===== src/rtl/add_subt_pkg.sv =====
// rtl/add_subt_pkg.sv - shared state encoding and mode constants for add_subt_serial
package add_subt_pkg;

    typedef enum logic [1:0] {
        IDLE = 2'd0,
        RUN  = 2'd1,
        DONE = 2'd2
    } state_t;

    localparam logic MODE_ADD = 1'b0;
    localparam logic MODE_SUB = 1'b1;

endpackage


===== src/rtl/add_digit.sv =====
// rtl/add_digit.sv - combinational DIGIT-bit ripple adder slice with carry into its top bit
module add_digit #(
    parameter int DIGIT = 4
) (
    input  logic [DIGIT-1:0] a,
    input  logic [DIGIT-1:0] b,
    input  logic             cin,
    output logic [DIGIT-1:0] sum,
    output logic             cout,
    output logic             c_msb
);

    logic [DIGIT:0] full;

    assign full  = {1'b0, a} + {1'b0, b} + {{DIGIT{1'b0}}, cin};
    assign sum   = full[DIGIT-1:0];
    assign cout  = full[DIGIT];
    // The top sum bit is a^b^carry_in, so the carry into it falls out directly.
    assign c_msb = a[DIGIT-1] ^ b[DIGIT-1] ^ full[DIGIT-1];

endmodule


===== src/rtl/add_subt_serial.sv =====
// rtl/add_subt_serial.sv - digit-serial two's-complement adder/subtractor with valid/ready handshakes
module add_subt_serial
    import add_subt_pkg::*;
#(
    parameter int WIDTH = 16,
    parameter int DIGIT = 4
) (
    input  logic             clk,
    input  logic             rst_n,
    input  logic             in_valid,
    output logic             in_ready,
    input  logic [WIDTH-1:0] op0,
    input  logic [WIDTH-1:0] op1,
    input  logic             x,
    output logic             out_valid,
    input  logic             out_ready,
    output logic [WIDTH-1:0] result,
    output logic             cout,
    output logic             overflow
);

    localparam int N  = WIDTH / DIGIT;
    localparam int CW = (N > 1) ? $clog2(N) : 1;
    localparam int OW = (WIDTH > 1) ? $clog2(WIDTH) : 1;

    if (DIGIT < 1 || DIGIT > WIDTH || (WIDTH % DIGIT) != 0) begin : g_bad_params
        $error("add_subt_serial: WIDTH must be a positive multiple of DIGIT");
    end

    state_t            state;
    state_t            state_nxt;
    logic [CW-1:0]     cnt;
    logic [WIDTH-1:0]  a_reg;
    logic [WIDTH-1:0]  b_reg;
    logic [WIDTH-1:0]  res_reg;
    logic              carry;
    logic              ovf_reg;

    logic [OW-1:0]     base;
    logic              last;
    logic [DIGIT-1:0]  d_sum;
    logic              d_cout;
    logic              d_cmsb;

    assign base = OW'(cnt) * OW'(DIGIT);
    assign last = (cnt == CW'(N - 1));

    add_digit #(
        .DIGIT (DIGIT)
    ) u_add_digit (
        .a     (a_reg[base +: DIGIT]),
        .b     (b_reg[base +: DIGIT]),
        .cin   (carry),
        .sum   (d_sum),
        .cout  (d_cout),
        .c_msb (d_cmsb)
    );

    always_ff @(posedge clk or negedge rst_n) begin
        if (!rst_n) begin
            state <= IDLE;
        end else begin
            state <= state_nxt;
        end
    end

    always_comb begin
        state_nxt = state;
        case (state)
            IDLE:    if (in_valid)  state_nxt = RUN;
            RUN:     if (last)      state_nxt = DONE;
            DONE:    if (out_ready) state_nxt = IDLE;
            default: state_nxt = IDLE;
        endcase
    end

    // Subtraction is op0 + ~op1 + 1: invert on capture and seed the carry with the mode bit.
    always_ff @(posedge clk or negedge rst_n) begin
        if (!rst_n) begin
            cnt     <= '0;
            a_reg   <= '0;
            b_reg   <= '0;
            res_reg <= '0;
            carry   <= 1'b0;
            ovf_reg <= 1'b0;
        end else begin
            case (state)
                IDLE: begin
                    if (in_valid) begin
                        a_reg   <= op0;
                        b_reg   <= op1 ^ {WIDTH{x}};
                        carry   <= (x == MODE_SUB);
                        cnt     <= '0;
                        res_reg <= '0;
                        ovf_reg <= 1'b0;
                    end
                end
                RUN: begin
                    res_reg[base +: DIGIT] <= d_sum;
                    carry                  <= d_cout;
                    cnt                    <= last ? '0 : cnt + CW'(1);
                    if (last) begin
                        ovf_reg <= d_cmsb ^ d_cout;
                    end
                end
                default: ;
            endcase
        end
    end

    assign in_ready  = (state == IDLE);
    assign out_valid = (state == DONE);
    assign result    = res_reg;
    assign cout      = carry;
    assign overflow  = ovf_reg;

endmodule


===== config.mk =====
export PLATFORM = sky130hd
export DESIGN_NAME = add_subt_serial
export DESIGN_NICKNAME = d
export VERILOG_FILES = /design/src/rtl/add_subt_pkg.sv /design/src/rtl/add_digit.sv /design/src/rtl/add_subt_serial.sv
export SDC_FILE = /design/constraint.sdc
export NUM_CORES = 1
export LEC_CHECK = 0
export CAP_MARGIN = 5
export CORE_MARGIN = 10
export CORE_UTILIZATION = 54
export CTS_CLUSTER_SIZE = 24
export DETAILED_ROUTE_END_ITERATION = 10
export PLACE_DENSITY_LB_ADDON = 0.3
export SLEW_MARGIN = 40
export SYNTH_ARGS = -nofsm -noshare
export SYNTH_HDL_FRONTEND = slang
export SYNTH_SLANG_ARGS = --single-unit

===== constraint.sdc =====
create_clock -name clk -period 8.09 [get_ports clk]
set_input_delay 1.618 -clock clk [delete_from_list [all_inputs] [get_ports clk]]
set_output_delay 1.618 -clock clk [all_outputs]
set_load 0.005 [all_outputs]

Word level (Yosys, flattened, before mapping)
Cells that the tools add are included.

Register bits after elaboration: 54. Input bits: 37. Output and inout port bits: 20. Logic and storage cells: 46.

Add/subtract/negate cells: 4. Equal/unequal tests: 6. Shifts and indexed selects: 4. Mux-type cells: 15. Bitwise gates (word level): 4. Reductions and logical operators: 6.

Operator list (number): $pmux W16 S2 (1); $shiftx A16 B5 Y4 (2); $bwmux W16 (1); $mux W16 (1); $shift A4 B6 Y16 const A (1); $shiftx A4 B6 Y16 (1); $xor A16 B16 Y16 (1); $mux W2 (5); $neg A4 Y6 (1); $pmux W2 S3 (1); $reduce_and A3 Y1 (2); $add A4 B4 Y5 (1); $add A5 B1 Y5 (1); $eq A2 B2 Y1 const B (2); $ne A2 B2 Y1 const B (2); $pmux W1 S2 (2); $pmux W2 S2 (1); $reduce_and A2 Y1 (2); $mux W1 (3); $xor A1 B1 Y1 (3); $add A2 B1 Y2 const B (1); $eq A2 B1 Y1 const B (1); $logic_not A2 Y1 (1); $ne A2 B1 Y1 const B (1); $reduce_bool A2 Y1 (1).

Longest topological paths before layout
Depth after elaboration: 7. Mapped depth: 8. Gate-level depth less buffers: 7.

By module
A second synthesis with hierarchy kept.

Cell total of the unflattened synthesis: 217. Area total of the unflattened synthesis: 2722.6 um^2.

Modules (own cells, without submodules): add_subt_serial (instances 1, cells an instance 200, area each 2578.7 um^2, seq. area each 1351.3 um^2); add_digit (instances 1, cells an instance 17, area each 143.9 um^2, seq. area each 0.0 um^2).

Least setup slack after synthesis
OpenSTA, ideal clock, no wires.

Kind: reg-to-reg. From: register cnt[0]. To: register ovf_reg (netlist: overflow). Arrival: 2.677 ns. Setup slack: 5.286 ns. Stages on the path, launching flop included: 9. Path buffers: 1. Path through: dfrtp_1 buf_2 mux4_2 fa_1 fa_1 a21o_1 a21oi_1 xnor2_1 o21ai_0.

Longest elaborated chain between the ends: 7.

Ends and longest elaborated chain: start, declared (line add_subt_serial.sv:32) `logic [CW-1:0] cnt;`; start signal, assigned (line add_subt_serial.sv:101) `cnt <= last ? '0 : cnt + CW'(1);`; $shiftx A16 B5 Y4 (on tied branches) (line add_subt_serial.sv:51, add_subt_serial.sv:52); $add A4 B4 Y5 (line add_digit.sv:15) `assign full = {1'b0, a} + {1'b0, b} + {{DIGIT{1'b0}}, cin};`; $add A5 B1 Y5 (line add_digit.sv:15); $xor A1 B1 Y1 (line add_digit.sv:19) `assign c_msb = a[DIGIT-1] ^ b[DIGIT-1] ^ full[DIGIT-1];`; $xor A1 B1 Y1 (line add_subt_serial.sv:103) `ovf_reg <= d_cmsb ^ d_cout;`; $mux W1 (line add_subt_serial.sv:102) `if (last) begin`; $pmux W1 S2 (line add_subt_serial.sv:87) `case (state)`; end signal, assigned (line add_subt_serial.sv:103); end, declared (line add_subt_serial.sv:37) `logic ovf_reg;`.

Several ways; a longest one is shown, not always the timed one. The select of a mux whose other input is x is not followed. A chain may end at the register's enable or synchronous reset.

Worst setup path after layout
From: register state[1]. To: output port out_valid.

Longest elaborated chain between the ends: 1.

Ends and longest elaborated chain: start, declared (line add_subt_serial.sv:30) `state_t state;`; start signal, assigned (line add_subt_serial.sv:63) `state <= state_nxt;`; $eq A2 B2 Y1 (line add_subt_serial.sv:112) `assign out_valid = (state == DONE);`; end, declared (line add_subt_serial.sv:15) `output logic out_valid,`.

Every way passes these cells.

==> Implementation_results.wiki <==
{| class="wikitable"
! Metric !! Value
|-
| Outcome || finished clean
|-
| Final cell count without fillers || ~330
|-
| Share of final-layout standard cells stronger than drive strength 1 || 16.3%
|-
| Routability cong. || just under 0.8
|-
| Standard cell with the maximum stage delay on the critical path || dfrtp_1
|-
| Routed via count divided by cell count || 5.29
|-
| Post-layout power || 1.35 mW
|-
| DRC violation total after the first TritonRoute iteration || 73
|-
| Relative slew slack || 47.6%
|-
| # hold bufs at CTS || 0
|-
| Antenna violations before repair || 0
|-
| Area Growth Syn to Fin || 25.3%
|-
| Antenna diodes || 0
|-
| Sequential-to-total area share from yosys stat || between 50% and 60%
|-
| Critical Path, Cell by Cell || nor2b_1 -> clkdlybuf4s50_1
|-
| DP Wirelength || slightly below 4000 um
|-
| Total cell area at the placement stage || ~3200 um^2
|-
| TritonCTS clock tree || yes
|-
| Hold Violations, Final || 0
|-
| Yosys warnings || 0
|-
| Kind of critical path || reg -> out
|-
| Part of the cycle the worst path needs || 39.9%
|-
| Highest achievable clock rate || 310 MHz
|-
| Launching element type of the critical path || flop
|-
| Synthesized area per cell || 12.9 um^2
|-
| Synthesis-stage register bit count || 54
|-
| Post-synthesis cell type count || 30
|-
| Overflow after GRT || 0
|-
| Port Buf Inserts || 56
|-
| Net switching power figure || about 540 uW
|-
| Busiest layer in global routing || met2
|-
| Starting density of the core || 55.4%
|-
| Slew at the pin with the worst max-slew slack || 0.786 ns
|-
| CP arrival || 1.61 ns
|-
| Worst-case vdd ir drop || 0.219 mV
|-
| Setup bufs post-CTS || 0
|-
| Wire length of the first global-routing pass || roughly 8300 um
|-
| TritonRoute pass-1 iters || 4
|-
| Die area || around 8000 um^2
|-
| Share of total power in combinational logic || 52.7%
|-
| Met2 global-route usage || around a quarter
|-
| Die outline width || approximately 90 um
|-
| Crit path max fanout || 9
|-
| Height of the chip || 89.6 um
|-
| Clock power frac || between 10% and 20%
|-
| Overall fraction of global-route tracks in use || 13.3%
|-
| Path category of the worst min-delay check || reg -> reg
|-
| Pin count of the biggest net entering global routing || 55
|-
| Synthesized netlist net count || ~250
|-
| Max Root-Sink Buffers || 2
|-
| Routed len/inst || 15.8 um
|-
| Final TNS setup || 0 ns
|-
| Sequential share of power || 36.2%
|-
| Clock skew || just under 0.009 ns
|-
| Number of nets in the finished design || 303
|-
| Clock-pin slew on the worst setup and hold paths || 0.09 ns
|-
| Design area || about 3300 um^2
|-
| Worst Path Required || 6.47 ns
|-
| Number of cells produced by synthesis || just over 200
|-
| Post-synth design cell area || 2620 um^2
|-
| Routed Antenna Nets || 0
|-
| Global-route met3 utilization || 4.42%
|-
| RSZ-0062 raised after global routing || false
|-
| Number of maximum-capacitance constraint violations || 0
|-
| H-tree lvl count || 2
|-
| Net switching share of the total power || 39.6%
|-
| Final hold slack || 0.499 ns
|-
| Number of buffers added by the clock tree synthesis step || 5
|-
| Root cell of the clock tree || clkbuf_8
|-
| Sinks on the clock net || 54
|-
| Global routing usage on met1 || 14.8%
|-
| Vias after detailed routing || 1719
|-
| Residual DRC count || 0
|-
| Endpoint kind of the worst setup timing path || output pin
|-
| Number of max-slew violations in the final report || 0
|-
| Number of gates resized after CTS || 0
|-
| Number of global-route vias before repair || roughly 1700
|-
| Final count of negative-setup-slack endpoints || 0
|-
| Core ar. || 4720 um^2
|-
| Post-Place Cells || 317
|-
| Largest incremental delay on the critical path || 0.55 ns
|-
| Min Tclk post-route || 3.22 ns
|-
| Cell row count || 25
|-
| Number of top-level pins || 57
|-
| Power density normalized to cell area || slightly above 400 nW/um^2
|-
| Total wire length after detailed routing || 5150 um
|-
| Leakage power figure || roughly 1.3 nW
|-
| Later-pin clock latency in the skew report || about 0.31 ns
|-
| Internal cell power || slightly above 800 uW
|}
## metrics by stage
step | worst slack, ns | utilization (%)
finish | 4.87 | 69.4
global route | 4.78 | 69.4
CTS | 4.84 | 69.4
detailed placement | 4.75 | 67.5
global placement | 4.78 | 67.6
floorplan | 5.29 | -
## cell usage in the layout, fill, tap and decap left out
cell type | Yosys | routed
clkdlybuf4s50_1 | 0 | 54
dfrtp_1 | 54 | 54
a22oi_2 | 1 | 1
clkbuf_8 | 0 | 5
nand2_1 | 9 | 9
a22o_1 | 16 | 16
o31ai_1 | 2 | 2
buf_4 | 4 | 2
a21oi_1 | 19 | 19
and4_1 | 2 | 2
a21o_1 | 5 | 5
fa_1 | 2 | 2
o21ai_0 | 1 | 1
mux4_2 | 8 | 8
nor2_1 | 18 | 18
xor2_1 | 1 | 1
buf_2 | 4 | 2
nor2_2 | 1 | 1
xnor2_1 | 18 | 18
nor4_2 | 1 | 1
ha_1 | 7 | 7
o21ai_1 | 1 | 1
clkinvlp_4 | 0 | 1
nand2b_4 | 1 | 1
mux2_2 | 16 | 16
nor4b_2 | 1 | 1
nor2b_1 | 2 | 2
inv_1 | 2 | 2
o22ai_1 | 1 | 1
nand2b_1 | 2 | 2
nor3b_4 | 1 | 1
clkinv_4 | 0 | 1
clkinv_2 | 0 | 1
## area by class of cell
type | instances | area [um^2]
fill | 355 | 1440
sequential | 54 | 1350
multi-input combinational | 136 | 1180
timing repair buffer | 58 | 566
tap | 67 | 83.8
clock buffer | 5 | 68.8
clock inverter | 3 | 21.3
inverter | 2 | 7.51
## path summary, 6_finish.rpt
kind,endpoint,slack [ns],depth (start not counted),startpoint
worst min register to register,overflow,0.50,2,overflow
worst max register to register,overflow,4.95,7,cnt[0]
max in group asynchronous,b_reg[15],6.25,2,rst_n
min in group asynchronous,result[14],1.41,2,rst_n
worst min-delay path,overflow,0.50,2,overflow
worst max-delay path,out_valid,4.87,2,state[1]
## metal layers
layer	share of wire, %	routed length, um	vias up
met5	0	0	-
met1	43	2200	832
li1	-	-	836
met2	50	2570	43
met3	6.0	310	8
met4	1.2	61	0
## power by group through the flow
stage	sequential [mW]	clock, mW	combinational (mW)
2_1_floorplan	0.446	0	0.540
3_3_place_gp	0.490	0	0.694
3_5_place_dp	0.496	0	0.714
4_1_cts	0.491	0.152	0.718
5_1_grt	0.509	0.163	0.785
6_report	0.490	0.150	0.712
## worst max-delay path: cells and delay by family (launching register included)
kind	cells	cell delay, ns
buf+inv	1	0.52
simple gates	1	0.21
flops	1	0.55
## cell families (layout without fill, tap and decap cells)
| group | count (synthesis) | after routing | share of synthesized area (%) |
|---|---|---|---|
| flops | 54 | 54 | 51.7 |
| compound gates | 46 | 46 | 12.1 |
| simple gates | 38 | 38 | 8.03 |
| mux | 24 | 24 | 13.8 |
| xor+xnor | 19 | 19 | 6.36 |
| buf+inv | 13 | 68 | 3.20 |
| fa+ha+maj | 9 | 9 | 4.88 |
## cell usage after synthesis, drive strengths merged
cell,number,share of area [%]
a21o,5,1.4
a21oi,19,3.6
a22o,16,5.4
a22oi,1,0.48
and4,2,0.67
buf,10,2.8
clkbuf,1,0.14
dfrtp,54,52
fa,2,1.5
ha,7,3.3
inv,2,0.29
mux2,16,6.9
mux4,8,6.9
nand2,9,1.3
nand2b,3,1.0
nor2,19,2.8
nor2b,2,0.48
nor3b,1,0.72
nor4,1,0.48
nor4b,1,0.57
o21ai,2,0.38
o22ai,1,0.24
o31ai,2,0.57
xnor2,18,6.0
xor2,1,0.33
No activity file was read; power rests on OpenSTA's default activity.
